[src/rtl/vga_timing_pkg.sv]
// Shared XGA 1024x768@60 timing constants and small helpers for the
// video timing generator.
package vga_timing_pkg;

   localparam int XGA_H_ACTIVE = 1024;
   localparam int XGA_H_FP     = 24;
   localparam int XGA_H_SYNC   = 136;
   localparam int XGA_H_BP     = 160;
   localparam int XGA_H_TOTAL  = XGA_H_ACTIVE + XGA_H_FP + XGA_H_SYNC + XGA_H_BP;

   localparam int XGA_V_ACTIVE = 768;
   localparam int XGA_V_FP     = 3;
   localparam int XGA_V_SYNC   = 6;
   localparam int XGA_V_BP     = 29;
   localparam int XGA_V_TOTAL  = XGA_V_ACTIVE + XGA_V_FP + XGA_V_SYNC + XGA_V_BP;

   // Sync windows are half-open: [start, end).
   localparam int XGA_HS_START = XGA_H_ACTIVE + XGA_H_FP;
   localparam int XGA_HS_END   = XGA_HS_START + XGA_H_SYNC;
   localparam int XGA_VS_START = XGA_V_ACTIVE + XGA_V_FP;
   localparam int XGA_VS_END   = XGA_VS_START + XGA_V_SYNC;

   typedef logic [11:0] cnt_t;

   function automatic logic in_window(cnt_t v, int lo, int len);
      return (int'(v) >= lo) && (int'(v) < lo + len);
   endfunction

endpackage

[src/rtl/vga_timing_gen_sig_delay.sv]
// N-stage, W-bit shift register with async active-low reset to a per-bit
// value; N = 0 degenerates to a wire that still shows the reset value.
module sig_delay #(
   parameter int             N       = 2,
   parameter int             W       = 1,
   parameter logic [W-1:0]   RST_VAL = '0
) (
   input  logic         clk,
   input  logic         rst_n,
   input  logic [W-1:0] d,
   output logic [W-1:0] q
);

   generate
      if (N == 0) begin : g_wire
         assign q = rst_n ? d : RST_VAL;
      end else begin : g_pipe
         logic [W-1:0] stage_q [N];

         always_ff @(posedge clk or negedge rst_n) begin
            if (!rst_n) begin
               for (int i = 0; i < N; i++) stage_q[i] <= RST_VAL;
            end else begin
               stage_q[0] <= d;
               for (int i = 1; i < N; i++) stage_q[i] <= stage_q[i-1];
            end
         end

         assign q = stage_q[N-1];
      end
   endgenerate

endmodule

[src/rtl/vga_timing_gen.sv]
// Free-running video timing generator: pixel/line counters, frame markers
// and sync/data-enable delayed to match the renderer's output pipeline.
module vga_timing_gen
   import vga_timing_pkg::*;
#(
   parameter int   H_ACTIVE = XGA_H_ACTIVE,
   parameter int   H_FP     = XGA_H_FP,
   parameter int   H_SYNC   = XGA_H_SYNC,
   parameter int   H_BP     = XGA_H_BP,
   parameter int   V_ACTIVE = XGA_V_ACTIVE,
   parameter int   V_FP     = XGA_V_FP,
   parameter int   V_SYNC   = XGA_V_SYNC,
   parameter int   V_BP     = XGA_V_BP,
   parameter logic SYNC_POL = 1'b0,
   parameter int   PIPE_DLY = 2
) (
   input  logic        i_clk_74M,
   input  logic        i_rst_n,
   output logic [11:0] o_hcnt,
   output logic [11:0] o_vcnt,
   output logic        o_hsync,
   output logic        o_vsync,
   output logic        o_de,
   output logic        o_sof,
   output logic        o_eof,
   output logic [15:0] o_frame_cnt
);

   localparam int H_TOTAL  = H_ACTIVE + H_FP + H_SYNC + H_BP;
   localparam int V_TOTAL  = V_ACTIVE + V_FP + V_SYNC + V_BP;
   localparam int HS_START = H_ACTIVE + H_FP;
   localparam int VS_START = V_ACTIVE + V_FP;

   generate
      if (PIPE_DLY < 0 || PIPE_DLY > 7) begin : g_bad_pipe_dly
         $error("vga_timing_gen: PIPE_DLY must be in 0..7");
      end
   endgenerate

   cnt_t        hcnt_p0, vcnt_p0;
   cnt_t        hcnt_nxt, vcnt_nxt;
   logic [15:0] frame_q;
   logic        sof_q, eof_q;
   logic        h_last, v_last;

   assign h_last = (hcnt_p0 == cnt_t'(H_TOTAL - 1));
   assign v_last = (vcnt_p0 == cnt_t'(V_TOTAL - 1));

   always_comb begin
      hcnt_nxt = hcnt_p0 + cnt_t'(1);
      vcnt_nxt = vcnt_p0;
      if (h_last) begin
         hcnt_nxt = '0;
         vcnt_nxt = v_last ? cnt_t'(0) : vcnt_p0 + cnt_t'(1);
      end
   end

   // Stage 0: counters, plus sof/eof decoded from the next state so they
   // line up with the counter values they name.
   always_ff @(posedge i_clk_74M or negedge i_rst_n) begin
      if (!i_rst_n) begin
         hcnt_p0 <= '0;
         vcnt_p0 <= '0;
         frame_q <= '0;
         sof_q   <= 1'b0;
         eof_q   <= 1'b0;
      end else begin
         hcnt_p0 <= hcnt_nxt;
         vcnt_p0 <= vcnt_nxt;
         if (h_last && v_last) frame_q <= frame_q + 16'd1;
         sof_q   <= (hcnt_nxt == '0) && (vcnt_nxt == '0);
         eof_q   <= (hcnt_nxt == cnt_t'(H_TOTAL - 1)) &&
                    (vcnt_nxt == cnt_t'(V_ACTIVE - 1));
      end
   end

   logic       hs_act, vs_act, de_p0;
   logic [2:0] flags_p0, flags_dly;

   assign hs_act   = in_window(hcnt_p0, HS_START, H_SYNC);
   assign vs_act   = in_window(vcnt_p0, VS_START, V_SYNC);
   assign de_p0    = (hcnt_p0 < cnt_t'(H_ACTIVE)) && (vcnt_p0 < cnt_t'(V_ACTIVE));
   // Polarity goes in before the delay so every stage idles at !SYNC_POL.
   assign flags_p0 = {hs_act ? SYNC_POL : ~SYNC_POL,
                      vs_act ? SYNC_POL : ~SYNC_POL,
                      de_p0};

   // Stage 0 -> PIPE_DLY: align sync/de with the renderer's RGB output.
   sig_delay #(
      .N       (PIPE_DLY),
      .W       (3),
      .RST_VAL ({~SYNC_POL, ~SYNC_POL, 1'b0})
   ) u_flag_dly (
      .clk   (i_clk_74M),
      .rst_n (i_rst_n),
      .d     (flags_p0),
      .q     (flags_dly)
   );

   assign o_hcnt      = hcnt_p0;
   assign o_vcnt      = vcnt_p0;
   assign o_hsync     = flags_dly[2];
   assign o_vsync     = flags_dly[1];
   assign o_de        = flags_dly[0];
   assign o_sof       = sof_q;
   assign o_eof       = eof_q;
   assign o_frame_cnt = frame_q;

endmodule

[config.mk]
export PLATFORM = sky130hd
export DESIGN_NAME = vga_timing_gen
export DESIGN_NICKNAME = d
export VERILOG_FILES = /design/src/rtl/vga_timing_pkg.sv /design/src/rtl/vga_timing_gen_sig_delay.sv /design/src/rtl/vga_timing_gen.sv
export SDC_FILE = /design/constraint.sdc
export NUM_CORES = 1
export LEC_CHECK = 0
export BUFFER_PORTS_ARGS = -buffer_cell sky130_fd_sc_hd__buf_4
export CELL_PAD_IN_SITES_DETAIL_PLACEMENT = 2
export CELL_PAD_IN_SITES_GLOBAL_PLACEMENT = 2
export CORE_AREA = 2 2 90 92
export CTS_CLUSTER_DIAMETER = 30
export DETAILED_ROUTE_END_ITERATION = 8
export DIE_AREA = 0 0 92 94
export GPL_ROUTABILITY_DRIVEN = 0
export PLACE_DENSITY = 0.85
export RECOVER_POWER = 100
export SYNTH_ARGS = -nofsm -noshare
export SYNTH_HDL_FRONTEND = slang
export SYNTH_HIERARCHICAL = 1
export SYNTH_SLANG_ARGS = --single-unit
[constraint.sdc]
create_clock -name i_clk_74M -period 3.02 [get_ports i_clk_74M]
set_input_delay 0 -clock i_clk_74M [delete_from_list [all_inputs] [get_ports i_clk_74M]]
set_output_delay 0 -clock i_clk_74M [all_outputs]
set_load 0.05 [all_outputs]
==> flow_summary.json, run 1 <==
{
  "critical_path_arrival_ns": 3.05,
  "synth-seq-cells": 48,
  "muxShareOfSynthArea_pct": 0.821,
  "hp-class": "reg -> reg",
  "utilization_pct": 38.7,
  "synth_top_family_by_area": "simple AND/OR/NAND/NOR gates",
  "io_buffers": 46,
  "synth_compound_area_share_pct": 8.84,
  "cts-root-buf": "clkbuf_8",
  "synth-main-ff-cell": "dfrtp_1",
  "synth_adder_area_share_pct": 3.38,
  "yosysWarnings": 6,
  "worst_slew_pin_slew_ns": 1.26,
  "drtPass1Iterations": 4,
  "power_density_nw_per_um2": 366,
  "synth.most_common_cell": "dfrtp_1",
  "wl_per_cell_um": 19.0,
  "clkSlewWorstSetupHoldPaths_ns": 0.10,
  "cts_made_buffers": 5,
  "die_h_um": 94,
  "max_freq_mhz": 351,
  "clk_path_buf_depth": 2,
  "grt-ovfl-total": 0,
  "multi_input_area_sq_um": 1230,
  "postRouteAntennaNets": 0,
  "nets": 309,
  "final_hold_viol_count": 0,
  "period_share_pct": 94.3,
  "yosysUniqueCellTypes": 52,
  "cts_sinks": 48,
  "status": "finished clean",
  "synth_top_cells_by_area": "dfrtp_1, xnor2_1, nand4_1",
  "final_layout_size_suffix_gt1_share_pct": 9.63,
  "clock_latency_ns": 0.30,
  "initial_core_util_pct": 34.1,
  "die_w_um": 92,
  "netlist_area_sq_um": 2590,
  "synth_simple_gate_area_share_pct": 24.7,
  "row_count": 32,
  "grt_pass1_vias": 2327,
  "via_count": 2125,
  "grt_max_degree": 49,
  "yosysTopAreaCell": "dfrtp_1",
  "endpoint_kind": "register",
  "die_area_sq_um": 8650,
  "synthArstFlopShare_pct": 100,
  "leakage_nw": 1.20,
  "synthXorXnorAreaFrac_pct": 9.46,
  "grtUsageTotal_pct": 18.5,
  "num_io_pins": 47,
  "yosys.area.top_type_share_pct": 42.5,
  "first_iter_violations": 70,
  "vias_per_cell": 5.27,
  "drv_slew": 0,
  "clock_skew_ns": 0.00739,
  "start_kind": "register",
  "dp.final_hpwl_um": 5550,
  "synth_edf_count": 0,
  "h-tree-depth": 2,
  "synth_fp_nets": 263,
  "peakVddDrop_uv": 161,
  "syn_inst": 254,
  "synth_commonest_cells": "dfrtp_1, nand4_1, xnor2_1, nand2_1, nor2_1",
  "routed_wl_um": 7660,
  "cap_violations": 0,
  "path_class": "reg -> reg",
  "finalSetupTns_ns": 0,
  "nFillCells": 894,
  "fin_crit_ns": 2.85,
  "cts_tree": "built",
  "coreArea_sq_um": 7610,
  "synthToLayoutAreaGrowth_pct": 13.5,
  "slew_headroom_pct": 16.3,
  "drc": 0,
  "crit_required_ns": 3.22,
  "grt_pass1_wl_um": 12600,
  "syn_area_per_cell_sq_um": 10.2,
  "cts_setup_buffers": 0,
  "ff_latch_area_sq_um": 1210,
  "rsz0062_at_grt": "no",
  "antenna_found_initial": 0,
  "crit_fanout": 9,
  "antenna_cells": 0,
  "ys_seq_area_share_pct": 46.5,
  "setup_viol_count_final": 0
}
## stage by stage
step	instances	total power, mW	setup WS [ns]	area [sq um]	hold slack [ns]
CTS	403	1.09	0.173	3120	0.281
floorplan	254	0.655	0.0741	2590	-0.296
global placement	394	0.669	0.316	3010	0.0630
finish	403	1.07	0.172	2940	0.362
global route	403	1.11	0.0265	2940	0.372
detailed placement	394	0.670	0.201	3010	0.0711
## cell families (layout without fill, tap and decap cells)
group                      Yosys count  after routing
DFF                                 48             48
AOI/OAI and AO/OA                   33             33
muxes                                2              2
and+or+nand+nor                    109            109
buffers and inverters               27             74
adders and majority gates            7              7
xor gates and xnor gates            28             28
## final cells by class
type	count	share of cell area, %
Clock inverter	2	0.511
Inverter	10	1.28
Sequential cell	48	41.0
Tap cell	102	4.34
Timing Repair Buffer	56	8.30
Multi-Input combinational cell	179	41.7
Clock buffer	6	2.81
## placed cells by master (no fill, tap or decap), types with 2 or more instances in the layout
master and count:
clkbuf_1 47, dfrtp_1 44, nand4_1 22, xnor2_1 21
nand2_1 20, nor2_1 17, inv_1 10, o21ai_0 9
nand3_1 7, nor3_1 7, xor2_1 7, ha_1 7
buf_4 7, a21oi_1 6, clkbuf_8 6, and3_1 4
or3_1 4, dfstp_2 4, nand3b_1 3, nor2b_1 3
or2_2 2, nand2b_1 2, and2_1 2, a21boi_0 2
a22oi_1 2, o31ai_1 2, o22ai_1 2, a2111o_1 2
nor4_1 2, nand4b_1 2, nor4b_1 2, clkinvlp_4 2
## sequential cells by signal, indices dropped and copies added, names as in the netlist
signal                     count
o_sof                          1
u_flag_dly/q                   3
o_hcnt                        12
o_vcnt                        12
o_frame_cnt                   16
u_flag_dly/g_pipe.stage_q      3
o_eof                          1
## timing repair
item | 4_1_cts | 5_1_grt
gates resized for setup | 0 | 2
hold buffers | 1 | 0
endpoints found under the hold margin | 44 | 0
setup endpoints to repair | 0 | 1
## routing by layer
layer	vias up	GRT usage, %	share of wire [%]
met5	-	0	0
met4	0	4.85	1.4
met3	7	2.65	2.3
met2	35	33.0	51
met1	1094	23.5	45
li1	989	-	-
## power breakdown
group	switching [mW]	internal (mW)	leakage, nW	total (mW)
clock network	0.232	0.186	0.0434	0.418
registers	0	0.642	0.632	0.642
logic	0.0129	0.00125	0.524	0.0142
## final timing paths
check,from,end,slack (ns),cells after the start
setup / recovery,o_hcnt[11]$_DFF_PN0_,o_eof$_DFF_PN0_,0.17,6
hold / removal,u_flag_dly/g_pipe.stage_q[3]$_DFF_PN0_,u_flag_dly/q[0]$_DFF_PN0_,0.36,0
setup reg to reg,o_hcnt[11]$_DFF_PN0_,o_eof$_DFF_PN0_,0.17,6
hold reg to reg,u_flag_dly/g_pipe.stage_q[3]$_DFF_PN0_,u_flag_dly/q[0]$_DFF_PN0_,0.36,0
max in group asynchronous,i_rst_n,o_vcnt[1]$_DFF_PN0_,1.77,2
min in group asynchronous,i_rst_n,o_hcnt[7]$_DFF_PN0_,0.51,2
## worst max-delay path: stages (launching register included)
cell and delay, ns:
dfrtp_1 0.52, or4b_4 0.57, nor4_4 0.38, nand4_1 0.16
xnor2_1 0.19, or4b_1 0.58, a2111oi_2 0.34
Power figures use the tool's default switching activity.
==> run 2, diff against run 1 <==
--- a/config.mk
+++ b/config.mk
@@ -5,13 +5,14 @@
 export SDC_FILE = /design/constraint.sdc
 export NUM_CORES = 1
 export LEC_CHECK = 0
+export ABC_AREA = 1
 export BUFFER_PORTS_ARGS = -buffer_cell sky130_fd_sc_hd__buf_4
 export CELL_PAD_IN_SITES_DETAIL_PLACEMENT = 2
 export CELL_PAD_IN_SITES_GLOBAL_PLACEMENT = 2
-export CORE_AREA = 2 2 90 92
+export CORE_AREA = 2 2 99 101
 export CTS_CLUSTER_DIAMETER = 30
 export DETAILED_ROUTE_END_ITERATION = 8
-export DIE_AREA = 0 0 92 94
+export DIE_AREA = 0 0 101 103
 export GPL_ROUTABILITY_DRIVEN = 0
 export PLACE_DENSITY = 0.85
 export RECOVER_POWER = 100
==> flow_summary.json, run 2 <==
{
  "status": "finished clean",
  "wl_per_cell_um": 17.0,
  "coreArea_sq_um": 9460,
  "num_io_pins": 47,
  "antenna_cells": 0,
  "slowest_delay_ns": 0.42,
  "io_buffers": 46,
  "routed_wl_um": 9420,
  "power_density_nw_per_um2": 360,
  "clock_skew_ns": 0.00655,
  "die_area_sq_um": 10400,
  "fin_crit_ns": 2.39,
  "yosysUniqueCellTypes": 28,
  "syn_area_per_cell_sq_um": 7.41,
  "finalSetupTns_ns": 0,
  "postRouteAntennaNets": 0,
  "syn_inst": 390,
  "ys_seq_area_share_pct": 41.7,
  "critical_path_arrival_ns": 2.63,
  "synthArstFlopShare_pct": 100,
  "cap_violations": 0,
  "grt_pass1_vias": 2964,
  "netlist_area_sq_um": 2890,
  "layout_common_cells": "nand2_1, nor2_1, inv_1",
  "drc": 0,
  "setup_viol_count_final": 0,
  "drv_slew": 0,
  "clock_latency_ns": 0.31,
  "final_hold_viol_count": 0,
  "synth_top_cells_by_area": "dfrtp_1, nand2_1, inv_1",
  "synth-main-ff-cell": "dfrtp_1",
  "crit_chain": "ha_1 > nand3_1 > nor2_1 > nand2_1 > nor2_4 > inv_1 > nor2_4 > nand2_1 > nor3_2 > xor2_1",
  "cts_setup_buffers": 0,
  "peakVddDrop_uv": 159,
  "start_kind": "register",
  "ff_latch_area_sq_um": 1210,
  "hp-class": "reg -> reg",
  "period_share_pct": 79.2,
  "yosysWarnings": 6,
  "yosys.area.top_type_share_pct": 38.1,
  "die_h_um": 103,
  "slew_headroom_pct": 14.6,
  "synth.most_common_cell": "nand2_1",
  "cts_resized": 0,
  "synthToLayoutAreaGrowth_pct": 12.3,
  "clk_path_buf_depth": 2,
  "initial_core_util_pct": 30.6,
  "multi_input_area_sq_um": 1380,
  "grt_max_degree": 49,
  "path_class": "reg -> reg",
  "crit_fanout": 8,
  "die_w_um": 101,
  "clkSlewWorstSetupHoldPaths_ns": 0.10,
  "endpoint_kind": "register",
  "worst_slew_pin_slew_ns": 1.28,
  "rsz0062_at_grt": "no",
  "largest_reg_flops": 16,
  "dp.final_hpwl_um": 7330,
  "cts_sinks": 48,
  "fin_ws_ns": 0.628,
  "final_common_cell": "nand2_1",
  "via_count": 2710,
  "h-tree-depth": 2,
  "cts_made_buffers": 5,
  "slowest_stage": "dfrtp_1",
  "synth-seq-cells": 48,
  "yosysTopAreaCell": "dfrtp_1",
  "synth_fp_nets": 399,
  "vias_per_cell": 4.90,
  "nFillCells": 1190,
  "first_iter_violations": 90,
  "cts-root-buf": "clkbuf_8",
  "final_layout_size_suffix_gt1_share_pct": 5.69,
  "antenna_found_initial": 0,
  "synth_commonest_cells": "nand2_1, inv_1, nor2_1, dfrtp_1, nand3_1",
  "dp_worst_setup_slack_ns": 0.906,
  "grt_pass1_wl_um": 15300,
  "nets": 447,
  "crit_required_ns": 3.26,
  "cts_tree": "built",
  "grt-ovfl-total": 0,
  "p_total_mw": 1.17,
  "synth_edf_count": 0,
  "row_count": 36,
  "holdWs_ns": 0.360,
  "leakage_nw": 1.59,
  "drtPass1Iterations": 4,
  "max_freq_mhz": 418,
  "grtUsageTotal_pct": 19.0
}
==> run 2: cell count changes after synthesis, sizes merged, moves of 4 or more <==
cell	delta
nor2	+46
nand4	-12
nand3	+32
xnor2	-15
nand2	+98
buf	-8
or3	-4
xor2	+5
inv	+47
and3	-4
a21oi	-5
==> run 2: kinds of logic after synthesis <==
logic type,synth area share (%)
AND/OR/NAND/NOR,38.7
buffers and inverters,8.91
flip-flops,41.7
XOR/XNOR,5.45
AO/OA/AOI/OAI,2.16
adder cells (fa/ha/maj),3.03
==> run 2: final timing paths <==
kind / from / endpoint / slack [ns] / depth (start not counted)
max: o_hcnt[0]$_DFF_PN0_ / o_frame_cnt[10]$_DFFE_PN0P_ / 0.63 / 10
min: u_flag_dly/g_pipe.stage_q[5]$_DFF_PN1_ / u_flag_dly/q[2]$_DFF_PN1_ / 0.36 / 0
min reg2reg: u_flag_dly/g_pipe.stage_q[5]$_DFF_PN1_ / u_flag_dly/q[2]$_DFF_PN1_ / 0.36 / 0
max reg2reg: o_hcnt[0]$_DFF_PN0_ / o_frame_cnt[10]$_DFFE_PN0P_ / 0.63 / 10
min in group asynchronous: i_rst_n / o_frame_cnt[6]$_DFFE_PN0P_ / 0.50 / 2
max in group asynchronous: i_rst_n / o_hcnt[10]$_DFF_PN0_ / 1.75 / 2
==> run 2: through the flow <==
step           util [%]  std cells  cell area (sq um)
2_1_floorplan         -        390               2890
3_5_place_dp       35.3        544               3340
3_3_place_gp       35.3        544               3340
6_report           34.3        553               3250
4_1_cts            36.7        553               3470
5_1_grt            34.3        553               3250
==> run 2: final cells by class <==
class | instances | area share [%]
tap | 114 | 4.39
multi-input combinational | 279 | 42.5
clock inverter | 2 | 1.19
timing repair buffer | 47 | 5.66
sequential | 48 | 37.1
clock buffer | 6 | 2.54
inverter | 57 | 6.59
==> run 2: worst max-delay path: cells and delay by family, from the launching register on <==
kind	cells	cell delay [ns]
and+or+nand+nor	7	1.34
xor gates and xnor gates	1	0.17
buffers and inverters	1	0.12
DFF	1	0.42
adders and majority gates	1	0.26
==> run 2: metal layers <==
| layer | global-route usage (%) | vias to the layer above | wire [um] |
|---|---|---|---|
| met5 | 0 | - | 0 |
| met4 | 3.43 | 0 | 77 |
| met3 | 2.44 | 6 | 255 |
| met2 | 35.8 | 40 | 4860 |
| met1 | 23.5 | 1363 | 4230 |
| li1 | - | 1301 | - |
==> run 2: what timing repair did <==
action                                  CTS  global route
endpoints found under the setup margin    0             0
hold endpoints to repair                 44             0
hold buffers                              1             0
==> run 2: where the power goes <==
group	internal (mW)	switching, mW	total (mW)
sequential	0.643	0	0.643
combinational	0.00125	0.0131	0.0144
clock	0.271	0.242	0.514
==> run 3, diff against run 2 <==
==> constraint.sdc (replaced) <==
create_clock -name i_clk_74M -period 2.3 [get_ports i_clk_74M]
set_input_delay 0 -clock i_clk_74M [delete_from_list [all_inputs] [get_ports i_clk_74M]]
set_output_delay 0 -clock i_clk_74M [all_outputs]
set_load 0.05 [all_outputs]
==> flow_summary.json, run 3 (synthesis results as in run 2) <==
{
  "ff_latch_area_sq_um": 1210,
  "largest_reg_flops": 16,
  "nets": 453,
  "drv_slew": 0,
  "grt_max_degree": 49,
  "dp.final_hpwl_um": 7330,
  "cap_violations": 0,
  "grtUsageTotal_pct": 19.1,
  "leakage_nw": 1.62,
  "via_count": 2733,
  "coreArea_sq_um": 9460,
  "max_freq_mhz": 475,
  "layout_common_cells": "nand2_1, inv_1, nor2_1",
  "io_buffers": 46,
  "drc": 0,
  "rsz0062_at_grt": "no",
  "worst_slew_pin_slew_ns": 1.26,
  "slowest_stage": "dfrtp_1",
  "row_count": 36,
  "antenna_found_initial": 0,
  "die_h_um": 103,
  "clock_skew_ns": 0.00755,
  "crit_chain": "ha_2 > nand2_1 > nor2_4 > buf_12 > nand2_2 > nor2_8 > nand3_1 > nand2_1 > nand2_1 > nor2_1 > nand4_1 > nor2_1",
  "wl_per_cell_um": 17.0,
  "fin_crit_ns": 2.11,
  "peakVddDrop_uv": 249,
  "period_share_pct": 91.6,
  "clkSlewWorstSetupHoldPaths_ns": 0.10,
  "die_area_sq_um": 10400,
  "crit_required_ns": 2.55,
  "h-tree-depth": 2,
  "postRouteAntennaNets": 0,
  "antenna_cells": 0,
  "cts_sinks": 48,
  "clock_latency_ns": 0.31,
  "die_w_um": 101,
  "grt_pass1_vias": 2960,
  "cp_common_cell": "nand2_1",
  "num_io_pins": 47,
  "dpl-instance-area_sq_um": 3370,
  "clk_path_buf_depth": 2,
  "first_iter_violations": 54,
  "status": "finished clean",
  "grt-ovfl-total": 0,
  "final_area_sq_um": 3330,
  "power_density_nw_per_um2": 429,
  "crit_fanout": 10,
  "drtPass1Iterations": 4,
  "holdWs_ns": 0.360,
  "path_class": "reg -> reg",
  "routed_wl_um": 9490,
  "initial_core_util_pct": 30.6,
  "cts_made_buffers": 5,
  "final_layout_size_suffix_gt1_share_pct": 8.76,
  "final_hold_viol_count": 0,
  "nFillCells": 1155,
  "slowest_delay_ns": 0.43,
  "setup_viol_count_final": 0,
  "slew_headroom_pct": 16.2,
  "hp-class": "reg -> reg",
  "endpoint_kind": "register",
  "finalSetupTns_ns": 0,
  "critical_path_arrival_ns": 2.36,
  "vias_per_cell": 4.89,
  "multi_input_area_sq_um": 1430,
  "final_common_cell": "nand2_1",
  "cts-root-buf": "clkbuf_8",
  "grt_pass1_wl_um": 15200,
  "cts_tree": "built",
  "synthToLayoutAreaGrowth_pct": 15.1,
  "start_kind": "register"
}
[run 3: cell types whose count changed in the layout (fill, tap and decap cells not counted), sizes merged]
cell / change
buf: +5
clkinvlp: +2
bufinv: -1
clkbuf: +1
clkinv: -1
[run 3: area by class of cell]
type	instances	area share, %
Multi-Input combinational cell	279	42.9
Clock inverter	2	0.451
Inverter	57	6.43
Tap cell	114	4.29
Timing Repair Buffer	53	7.15
Sequential cell	48	36.3
Clock buffer	6	2.48
[run 3: per-layer routing]
layer  part of all wire [%]  global-route usage, %  wire length [um]  vias to the layer above
met4                    1.6                   5.20               154                        0
met3                    2.2                   2.78               213                       13
li1                       -                      -                 -                     1318
met1                     44                   22.9              4130                     1356
met5                      0                      0                 0                        -
met2                     53                   35.6              4990                       46
[run 3: stage by stage]
stage / cells / setup WS (ns) / total power, mW / util, %
2_1_floorplan: 390 / 0.222 / 0.860 / -
3_3_place_gp: 549 / 0.294 / 0.879 / 35.7
3_5_place_dp: 549 / 0.168 / 0.880 / 35.7
4_1_cts: 558 / 0.0746 / 1.45 / 36.8
5_1_grt: 559 / 0.00651 / 1.48 / 35.2
6_report: 559 / 0.194 / 1.43 / 35.2
[run 3: worst paths after layout]
| path | startpoint | end | slack (ns) | cells past startpoint |
|---|---|---|---|---|
| hold reg to reg | u_flag_dly/g_pipe.stage_q[5]$_DFF_PN1_ | u_flag_dly/q[2]$_DFF_PN1_ | 0.36 | 0 |
| setup / recovery | o_hcnt[1]$_DFF_PN0_ | o_eof$_DFF_PN0_ | 0.19 | 12 |
| hold / removal | u_flag_dly/g_pipe.stage_q[5]$_DFF_PN1_ | u_flag_dly/q[2]$_DFF_PN1_ | 0.36 | 0 |
| max in group asynchronous | i_rst_n | u_flag_dly/g_pipe.stage_q[3]$_DFF_PN0_ | 1.06 | 2 |
| setup reg to reg | o_hcnt[1]$_DFF_PN0_ | o_eof$_DFF_PN0_ | 0.19 | 12 |
| min in group asynchronous | i_rst_n | o_frame_cnt[8]$_DFFE_PN0P_ | 0.49 | 2 |
[run 3: worst max-delay path, delay by kind of cell, from the launching register on]
kind / cells / cell delay, ns
adder cells (fa/ha/maj): 1 / 0.25
flip-flops: 1 / 0.43
AND/OR/NAND/NOR: 10 / 1.22
buffers and inverters: 1 / 0.13
[run 3: repair_timing]
item	in CTS	in global routing
hold buffers	1	0
resized for setup	0	4
endpoints found under the setup margin	0	2
hold endpoints to repair	44	0
buffers inserted	0	1
[run 3: power breakdown]
group / internal [mW] / switching [mW] / leakage (nW) / total (mW)
Clock: 0.244 / 0.322 / 0.0434 / 0.567
Combinational: 0.00164 / 0.0169 / 0.944 / 0.0186
Sequential: 0.844 / 0 / 0.632 / 0.844
Total: 1.09 / 0.339 / 1.62 / 1.43
